<file path="config.mk">
export PLATFORM = sky130hd
export DESIGN_NAME = vxe_mem_hub_m_us
export DESIGN_NICKNAME = d
export VERILOG_FILES = /design/src/rtl/vxe_mem_hub_m_us.sv
export SDC_FILE = /design/constraint.sdc
export NUM_CORES = 1
export LEC_CHECK = 0
export ABC_CLOCK_PERIOD_IN_PS = 2700
export CELL_PAD_IN_SITES_DETAIL_PLACEMENT = 0
export CELL_PAD_IN_SITES_GLOBAL_PLACEMENT = 1
export CORE_MARGIN = 2
export CORE_UTILIZATION = 13
export CTS_BUF_LIST = sky130_fd_sc_hd__clkbuf_8
export DETAILED_ROUTE_END_ITERATION = 7
export MAX_ROUTING_LAYER = met4
export PLACE_DENSITY = 0.85
export SLEW_MARGIN = 20
export SYNTH_ARGS = -nofsm -noshare
export SYNTH_HDL_FRONTEND = slang
export SYNTH_SLANG_ARGS = --single-unit
export TNS_END_PERCENT = 100
</file>
<file path="constraint.sdc">
create_clock -name clk -period 2.7 [get_ports clk]
set_clock_uncertainty 0.2 [all_clocks]
set_input_delay 0.54 -clock clk [delete_from_list [all_inputs] [get_ports clk]]
set_output_delay 0.54 -clock clk [all_outputs]
set_load 0.02 [all_outputs]
</file>
<file path="src/rtl/vxe_mem_hub_m_us.sv">
// -----------------------------------------------------------------------------
// vxe_mem_hub_m_us
// Master-port upstream arbiter. Merges the two client request FIFOs (CU0/CU1
// traffic routed to this master port) into the single master-port request
// FIFO. Round-robin between clients with a bounded burst length, and the
// source client id is appended as the MSB of each forwarded word so the
// response path can route data back.
//
// Parameters
//   DW         request word width
//   MAX_BURST  max consecutive grants to one client while the other waits
//              (legal 1..16; 1 gives strict alternation under contention)
//
// Ports
//   clk, rst                  clock, asynchronous active-high reset
//   i_cX_rqa_vld / i_cX_rqa   client X FIFO show-ahead valid / data
//   o_cX_rqa_rd               pop client X FIFO
//   i_rqa_rdy                 master FIFO not full
//   o_rqa                     {source client, request word}
//   o_rqa_wr                  write master FIFO
//
// Optional: define VXE_MEM_HUB_M_US_STATS_EN to add per-client transfer
// counters (i_stat_clr, o_stat_c0, o_stat_c1). Arbitration is unaffected.
// -----------------------------------------------------------------------------
module vxe_mem_hub_m_us #(
   parameter int DW        = 44,
   parameter int MAX_BURST = 4
) (
   input  logic          clk,
   input  logic          rst,
   input  logic          i_c0_rqa_vld,
   input  logic [DW-1:0] i_c0_rqa,
   output logic          o_c0_rqa_rd,
   input  logic          i_c1_rqa_vld,
   input  logic [DW-1:0] i_c1_rqa,
   output logic          o_c1_rqa_rd,
   input  logic          i_rqa_rdy,
   output logic [DW:0]   o_rqa,
   output logic          o_rqa_wr
`ifdef VXE_MEM_HUB_M_US_STATS_EN
   ,
   input  logic          i_stat_clr,
   output logic [31:0]   o_stat_c0,
   output logic [31:0]   o_stat_c1
`endif
);

   localparam int CW = (MAX_BURST > 1) ? $clog2(MAX_BURST) : 1;
   localparam logic [CW-1:0] BURST_LAST = CW'(MAX_BURST - 1);

   typedef enum logic [1:0] {
      IDLE = 2'd0,
      OWN0 = 2'd1,
      OWN1 = 2'd2
   } state_t;

   state_t        state, state_nxt;
   logic [CW-1:0] cnt, cnt_nxt;
   logic          rr, rr_nxt;     // preferred client when both request from IDLE

   logic          own_vld, oth_vld;
   logic          burst_end;

   // ---------------------------------------------------------------------------
   // Datapath: owner passes straight through, zero latency.
   // ---------------------------------------------------------------------------
   assign o_c0_rqa_rd = (state == OWN0) && i_c0_rqa_vld && i_rqa_rdy;
   assign o_c1_rqa_rd = (state == OWN1) && i_c1_rqa_vld && i_rqa_rdy;
   assign o_rqa_wr    = o_c0_rqa_rd || o_c1_rqa_rd;

   always_comb begin
      o_rqa = '0;
      case (state)
         OWN0:    o_rqa = {1'b0, i_c0_rqa};
         OWN1:    o_rqa = {1'b1, i_c1_rqa};
         default: o_rqa = '0;
      endcase
   end

   assign own_vld   = (state == OWN1) ? i_c1_rqa_vld : i_c0_rqa_vld;
   assign oth_vld   = (state == OWN1) ? i_c0_rqa_vld : i_c1_rqa_vld;
   assign burst_end = (cnt == BURST_LAST);

   // ---------------------------------------------------------------------------
   // Arbitration FSM
   // ---------------------------------------------------------------------------
   always_ff @(posedge clk or posedge rst) begin
      if (rst) begin
         state <= IDLE;
         cnt   <= '0;
         rr    <= 1'b0;
      end else begin
         state <= state_nxt;
         cnt   <= cnt_nxt;
         rr    <= rr_nxt;
      end
   end

   always_comb begin
      state_nxt = state;
      cnt_nxt   = cnt;
      rr_nxt    = rr;
      case (state)
         IDLE: begin
            cnt_nxt = '0;
            if (i_c0_rqa_vld && i_c1_rqa_vld)
               state_nxt = rr ? OWN1 : OWN0;
            else if (i_c0_rqa_vld)
               state_nxt = OWN0;
            else if (i_c1_rqa_vld)
               state_nxt = OWN1;
         end
         OWN0, OWN1: begin
            if (own_vld) begin
               // Owner has data: only a real transfer advances the burst.
               // A stalled owner holds everything, including ownership.
               if (i_rqa_rdy) begin
                  if (burst_end) begin
                     cnt_nxt = '0;
                     if (oth_vld) begin
                        state_nxt = (state == OWN0) ? OWN1 : OWN0;
                        rr_nxt    = (state == OWN0);
                     end
                  end else begin
                     cnt_nxt = cnt + CW'(1);
                  end
               end
            end else begin
               // Owner drained: hand over (one bubble) or go idle, rdy or not.
               cnt_nxt   = '0;
               if (oth_vld)
                  state_nxt = (state == OWN0) ? OWN1 : OWN0;
               else
                  state_nxt = IDLE;
            end
         end
         default: begin
            state_nxt = IDLE;
            cnt_nxt   = '0;
         end
      endcase
   end

`ifdef VXE_MEM_HUB_M_US_STATS_EN
   // ---------------------------------------------------------------------------
   // Per-client transfer counters, saturating; clear wins over increment.
   // ---------------------------------------------------------------------------
   logic [1:0]        stat_inc;
   logic [1:0][31:0]  stat_cnt;

   assign stat_inc = {o_c1_rqa_rd, o_c0_rqa_rd};

   for (genvar g = 0; g < 2; g++) begin : g_stat
      always_ff @(posedge clk or posedge rst) begin
         if (rst)
            stat_cnt[g] <= '0;
         else if (i_stat_clr)
            stat_cnt[g] <= '0;
         else if (stat_inc[g] && (stat_cnt[g] != 32'hFFFF_FFFF))
            stat_cnt[g] <= stat_cnt[g] + 32'd1;
      end
   end

   assign o_stat_c0 = stat_cnt[0];
   assign o_stat_c1 = stat_cnt[1];
`endif

endmodule

</file>
### Word-level counts from Yosys, hierarchy flattened

Cells that the tools add are included.

* output and inout port bits: 48
* input bits: 93
* logic and storage cells: 39
* register bits: 5

* reductions and logical operators: 10
* eq/ne operators: 7
* $add $sub $neg: 1
* muxes and demuxes: 18

Operators by type and width (number)
* case mux 45 bit (2 select lines): 1
* two-way mux 2 bit: 14
* != test 3 bit, second input constant: 3
* logical AND 1 bit: 5
* AND reduction 5 bit: 1
* equality test 2 bit, second input constant: 2
* != test 4 bit, second input constant: 1
* case mux 2 bit (2 select lines): 1
* AND reduction 4 bit: 1
* adder 2 x 1 -> 2 bit, second input constant: 1
* equality test 2 x 1 -> 1 bit, second input constant: 1
* zero test 2 bit: 1
* two-way mux 1 bit: 2
* OR reduction 2 bit: 1
* logical OR 1 bit: 1

### Logic depth before layout (Yosys ltp)

Gate-level depths: netlist of the first run.

* depth after elaboration: 7
* depth in mapped cells: 6
* mapped depth without buffers: 6

### Worst setup path before layout of the first run

Ideal clock, no wire load.

* kind: register -> output
* start: reg state[0]
* end: out o_rqa[0]
* path buffers: 2
* data required time: 1960 ps
* slack: 244 ps
* arrival: 1716 ps
* stages on the path, launching flop included: 7
* cell sequence: dfrtp_1 inv_1 ha_1 and2_2 buf_2 clkbuf_1 a22o_1

* word-level cells in the longest chain between the ends: 2
* elaborated cells on any way between the ends: 3

Ends and longest elaborated chain
* start, declared: RTL line 57 `state_t state, state_nxt;`
* start signal, assigned: RTL line 93 `state <= state_nxt;`
* equality test 2 bit or equality test 2 x 1 -> 1 bit (tied branches): RTL line 73 `case (state)`
* case mux 45 bit (2 select lines) (*): RTL line 73
* end, declared: RTL line 38 `output logic [DW:0] o_rqa,`

Mark *: on every way between the ends. The rest lies on a longest branch, timed or not.

### Worst setup path after layout of the first run

* start: reg state[0]
* end: out o_rqa[1]

Same word-level chain as after synthesis.

==> results of run 1 <==
-- kinds of logic after synthesis --
logic type,Yosys count,synth area share
compound gates,51,0.4895
fa+ha+maj,7,0.09790
buf+inv,14,0.06293
flops,5,0.1399
mux,6,0.07692
simple gates,20,0.1329
-- where the power goes --
group	internal, W	switching [W]
registers	0.0000988	0.0000140
logic	0.000811	0.000843
clock network	0.0000973	0.0000346
-- worst paths after layout --
kind                                from  cells after the start        to  slack, ps
max in group asynchronous            rst                      2  state[1]       1800
worst max-delay path            state[0]                      6  o_rqa[1]         60
worst min register to register        rr                      1        rr        300
worst max register to register  state[1]                      7  state[0]        480
min in group asynchronous            rst                      2        rr        330
worst min-delay path                  rr                      1        rr        300
-- through the flow --
step	instances	setup WS, ps	TNS [ps]
2_1_floorplan	103	243.9	0
3_3_place_gp	325	-22.76	-22.76
3_5_place_dp	325	-31.95	-31.95
4_1_cts	329	54.52	0
5_1_grt	329	7.762	0
6_report	329	64.13	0
-- what timing repair did --
action	in CTS	in global routing
pin swaps	0	0
endpoints found under the setup margin	44	27
endpoints found under the hold margin	0	0
resized for setup	44	16
hold buffers	0	0
-- routing by layer --
| layer | global-route usage | part of all wire | vias to the layer above |
|---|---|---|---|
| met5 | - | 0 | - |
| met4 | 0.02557 | 0.0032 | 0 |
| met3 | 0.01043 | 0.069 | 2 |
| met2 | 0.1853 | 0.52 | 67 |
| met1 | 0.1273 | 0.41 | 666 |
| li1 | - | - | 703 |
-- critical path: stages (launching register included) --
cell	delay [ps]
dfrtp_1	380
buf_4	150
ha_1	200
and2_1	200
buf_12	180
a22o_1	230
dlygate4sd2_1	330
-- flip-flops by register name (all words and copies together), names as in the netlist --
register / cells
state: 2
rr: 1
cnt: 2
-- placed cells by master, fill, tap and decap left out, types with 2 or more instances in the layout --
| cell type | netlist | final |
|---|---|---|
| o21ai_0 | 2 | 2 |
| a211o_1 | 2 | 2 |
| buf_4 | 0 | 10 |
| clkdlybuf4s50_1 | 0 | 96 |
| nor2_1 | 4 | 4 |
| mux2_2 | 3 | 3 |
| inv_1 | 4 | 4 |
| nand2_1 | 2 | 2 |
| mux2i_1 | 2 | 2 |
| clkbuf_8 | 0 | 3 |
| or2_2 | 2 | 2 |
| a22o_1 | 43 | 43 |
| ha_1 | 7 | 7 |
| dlygate4sd2_1 | 0 | 30 |
| buf_12 | 0 | 2 |
| clkdlybuf4s15_1 | 0 | 13 |
| dfrtp_1 | 5 | 5 |
| nor2b_1 | 2 | 2 |
| and3_1 | 2 | 2 |
-- cell type report --
type / instances / area (sq um)
Inverter: 4 / 15.01
Fill cell: 702 / 4247
Tap cell: 80 / 100.1
Multi-Input combinational cell: 84 / 713.2
Clock inverter: 1 / 3.754
Sequential cell: 5 / 125.1
Clock buffer: 3 / 41.29
Timing Repair Buffer: 152 / 1474
==> results.yml, run 1 <==
worst_hold_path:
  hold_class: "flip-flop to flip-flop"
synthesis:
  seq_area_frac_synth: 0.1399
  synth_cell_types: 28
  netlist_instances: 103
  ys_ff_latch: 5
  synth_top_area_frac: 0.4210
  synth_flop_cell: "dfrtp_1"
  synthesis.nets: 203
  synth.most_common_cell: "a22o_1"
  synth_edf_count: 0
  ys.warnings.count: 0
  synthArstFlopShare: 1.000
  synthTopCellsByArea: "a22o_1 (42%), dfrtp_1 (14%), ha_1 (9.8%)"
  synth_area_sq_um: 894.6
  syn-mean-instance-area_sq_um: 8.686
  yosysTopAreaCell: "a22o_1"
  synth_top_cells_by_count: "a22o_1 (43), clkbuf_1 (7), ha_1 (7)"
sta:
  hold_viol: 0
  fmax_ghz: 0.3794
  fin_crit_ps: 2636
  final-setup-viol-count: 0
  rsz0062_at_grt: "false"
  whs_ps: 302.4
  relSlewSlack: 0.8045
  slew_violations: 0
  worst_slew_pin_slew_ps: 289.4
  finalCritPeriodShare: 0.9762
cts:
  cts_max_level: 1
  cts_root_buffer: "clkbuf_8"
  clkSinkCount: 5
  clock_path_buffers: 2
  path_clk_slew_ps: 30
  post_cts_buffers: 0
  tritoncts: "built"
  cts_buffers: 3
  clkLatencyLatePin_ps: 220
grt:
  gr-usage-all-layers: 0.1048
  antenna_found_initial: 0
  grt_pass1_wl_microns: 6279
  overflow: 0
  grt_start_max_net_pins: 35
  grt_pass1_vias: 1375
final_layout:
  post-route-util: 0.3680
  n_antenna_cell: 0
  stdcell_area_sq_um: 2472
  syn2layout_area_growth_pct: 176.4
  drive_above_1_share: 0.1004
  nets: 350
place:
  dp_hpwl_microns: 3600
  placed_area_sq_um: 2470
  numPortBuffers: 140
  place_congestion: 0.7891
setup_path:
  worstSetupStartpointType: "flip-flop"
  cp.arrival_ps: 1900
  worstSetupPathType: "flip-flop to primary output"
  cp-end-kind: "primary output"
  required_ps: 1960
  cp_max_fo: 34
route:
  vias: 1438
  drt-total-wl_microns: 4331
  drt_iter0_markers: 14
  ant_nets: 0
  remaining_drc_errors: 0
  firstDrtPassIters: 4
  avgViaCountPerCell: 4.371
  avgRoutedWirePerCell_microns: 13.16
power_and_ir_drop:
  vdd_ir_drop_max_mv: 0.5009
  finalPower_w: 0.001898
  p_per_area_nw_per_um2: 767.7
  p_leak_nw: 1.151
die:
  io_pins: 141
  initial_core_util: 0.1331
  die_h_microns: 86.96
  die_w_microns: 86.96
  core_sq_um: 6719
  die-area_sq_um: 7561
  rows: 30
outcome:
  outcome: "finished, final reports clean"
flow_run:
  drv_cap: 0
No activity file was read; power rests on OpenSTA's default activity.
==> run 2, diff against run 1 <==
PLACE_DENSITY = not set   (was 0.85)
PLACE_DENSITY_LB_ADDON = 0.1   (was not set)
==> run 2 against run 1 <==
Core utilization rose by 0.65 points. Register-to-register slack got worse by 20 ps. Wire length rose by 22%. Final cell count rose by 1.5%. Sequential power barely moved. Global-route usage rose by 2.5 points. Clock power barely moved. Die area did not move. Worst setup slack improved by 20 ps. Hold slack barely moved. Combinational power rose by 4%. Sequential share of layout area fell by 0.088 points. Critical endpoint is now o_rqa[28]. Largest power group unchanged. Highest routed layer unchanged.
==> results.yml, run 2 (synthesis results as in run 1) <==
die:
  initial_core_util: 0.1331
  die_h_microns: 86.96
  die_w_microns: 86.96
  rows: 30
  die-area_sq_um: 7561
  io_pins: 141
  core_sq_um: 6719
grt:
  gr-usage-all-layers: 0.1298
  overflow: 0
  top_usage_layer: "met2"
  met2_usage: 0.2422
  grt_pass1_vias: 1363
  antenna_found_initial: 0
  grt_use_met3: 0.02464
  grtUsageMet1: 0.1425
  grt_pass1_wl_microns: 7452
  grt_start_max_net_pins: 32
power_and_ir_drop:
  power_frac_seq: 0.057
  p_leak_nw: 1.173
  p_int_w: 0.001048
  switchingPower_w: 0.0009049
  p_per_area_nw_per_um2: 776.0
  vdd_ir_drop_max_mv: 0.2396
  switching_share: 0.4635
  power_frac_clock: 0.067
  combPwrFrac: 0.876
setup_path:
  path_cells: "inv_1, ha_1, and2_1, buf_4, a22o_1, dlygate4sd2_1"
  worstSetupPathType: "flip-flop to primary output"
  cp-end-kind: "primary output"
  crit_buf_inv: 3
  required_ps: 1960
  r2r_cells: 8
  worstSetupStartpoint: "state[0]"
  crit_path_end: "o_rqa[28]"
  ff2ff_setup_slack_ps: 460
  rr_startpoint: "state[0]"
  slowest_delay_ps: 340
  worst_path_max_delay_cell: "dfrtp_1"
  worstSetupStartpointType: "flip-flop"
  cp.arrival_ps: 1880
  critPathTopFamily: "buffers and inverters"
  cp_max_fo: 12
  critical_path_depth: 6
  r2r_end: "state[0]"
final_layout:
  final_cell_mix: "clkdlybuf4s50_1 (94), a22o_1 (43), dlygate4sd2_1 (23), clkdlybuf4s15_1 (20), buf_4 (15)"
  post-route-util: 0.3745
  seq_area_sq_um: 125.1
  layout_commonest_cell: "clkdlybuf4s50_1"
  nets: 355
  n_antenna_cell: 0
  stdcell_area_sq_um: 2516
  fillers: 706
  reg_top3: "cnt x2, state x2, rr x1"
  syn2layout_area_growth_pct: 181.3
  multi_input_area_sq_um: 713.2
  drive_above_1_share: 0.1181
place:
  numPortBuffers: 140
  place_congestion: 0.7098
  placed_area_sq_um: 2507
  dp_hpwl_microns: 4435
route:
  avgViaCountPerCell: 4.296
  remaining_drc_errors: 0
  drt_iter0_markers: 26
  drt-total-wl_microns: 5290
  avgRoutedWirePerCell_microns: 15.84
  ant_nets: 0
  vias: 1435
  firstDrtPassIters: 3
cts:
  tritoncts: "built"
  cts_max_level: 1
  cts_root_buffer: "clkbuf_8"
  clock_path_buffers: 2
  clkSinkCount: 5
  clkLatencyLatePin_ps: 220
  holdBufCountCts: 0
  path_clk_slew_ps: 40
  cts_buffers: 3
worst_hold_path:
  hold_class: "flip-flop to flip-flop"
outcome:
  outcome: "finished, final reports clean"
sta:
  fmax_ghz: 0.3822
  worst_slew_pin_slew_ps: 269.7
  fin_crit_ps: 2616
  slew_violations: 0
  whs_ps: 302.5
  final-setup-viol-count: 0
  hold_viol: 0
  rsz0062_at_grt: "false"
  relSlewSlack: 0.8178
  finalCritPeriodShare: 0.9690
flow_run:
  drv_cap: 0
[run 2: changes by cell type in the layout (fill, tap and decap cells not counted)]
cell / change
inv_2: -1
clkdlybuf4s15_1: +7
clkbuf_2: +1
buf_4: +5
dlymetal6s2s_1: +1
dlygate4sd2_1: -7
inv_1: +1
clkdlybuf4s50_1: -2
[run 2: final cells by class]
class	instances	area share
Clock buffer	3	0.01641
Clock inverter	1	0.001492
Inverter	4	0.005967
Multi-Input combinational cell	84	0.2834
Sequential cell	5	0.04973
Tap cell	80	0.03978
Timing Repair Buffer	157	0.6032
[run 2: repair_timing]
item,CTS,global route
setup buffers,0,0
gates resized for setup,45,25
setup endpoints to repair,45,23
endpoints found under the hold margin,0,0
[run 2: worst min-delay path by stage]
stage | startpoint | end | slack [ps] | cells after the start
final | rr | rr | 300 | 1
after global routing | rr | rr | 350 | 1
after floorplan | rst | cnt[0] | 120 | 1
after detailed placement | rr | rr | 300 | 1
after global placement | rr | rr | 300 | 1
after CTS | rr | rr | 310 | 1
[run 2: metal layers]
metal	wire [microns]	part of all wire	vias up
li1	-	-	715
met1	2023	0.38	653
met2	2755	0.52	65
met3	492	0.093	2
met4	19	0.0036	0
met5	0	0	-
[run 2: stage by stage]
stage	std cells	TNS, ps	total power [W]	setup WS, ps
global placement	330	-71.38	0.002029	-71.38
CTS	334	0	0.001961	8.506
detailed placement	330	-78.21	0.002009	-78.21
floorplan	103	0	0.001079	243.9
finish	334	0	0.001953	83.77
global route	334	0	0.002106	0.3990
[run 2: worst reg2reg max path: cells and delay by family, from the launching register on]
| kind | cells | cell delay, ps |
|---|---|---|
| buf+inv | 3 | 340 |
| compound gates | 2 | 390 |
| flops | 1 | 340 |
| fa+ha+maj | 1 | 190 |
| mux | 2 | 660 |
[run 2: power groups by stage]
stage / clock (W) / combinational (W) / sequential (W)
after floorplan: 0 / 0.000961 / 0.000118
after global placement: 0 / 0.00192 / 0.000111
after detailed placement: 0 / 0.00190 / 0.000112
after CTS: 0.000136 / 0.00171 / 0.000111
after global routing: 0.000143 / 0.00185 / 0.000113
final: 0.000131 / 0.00171 / 0.000111
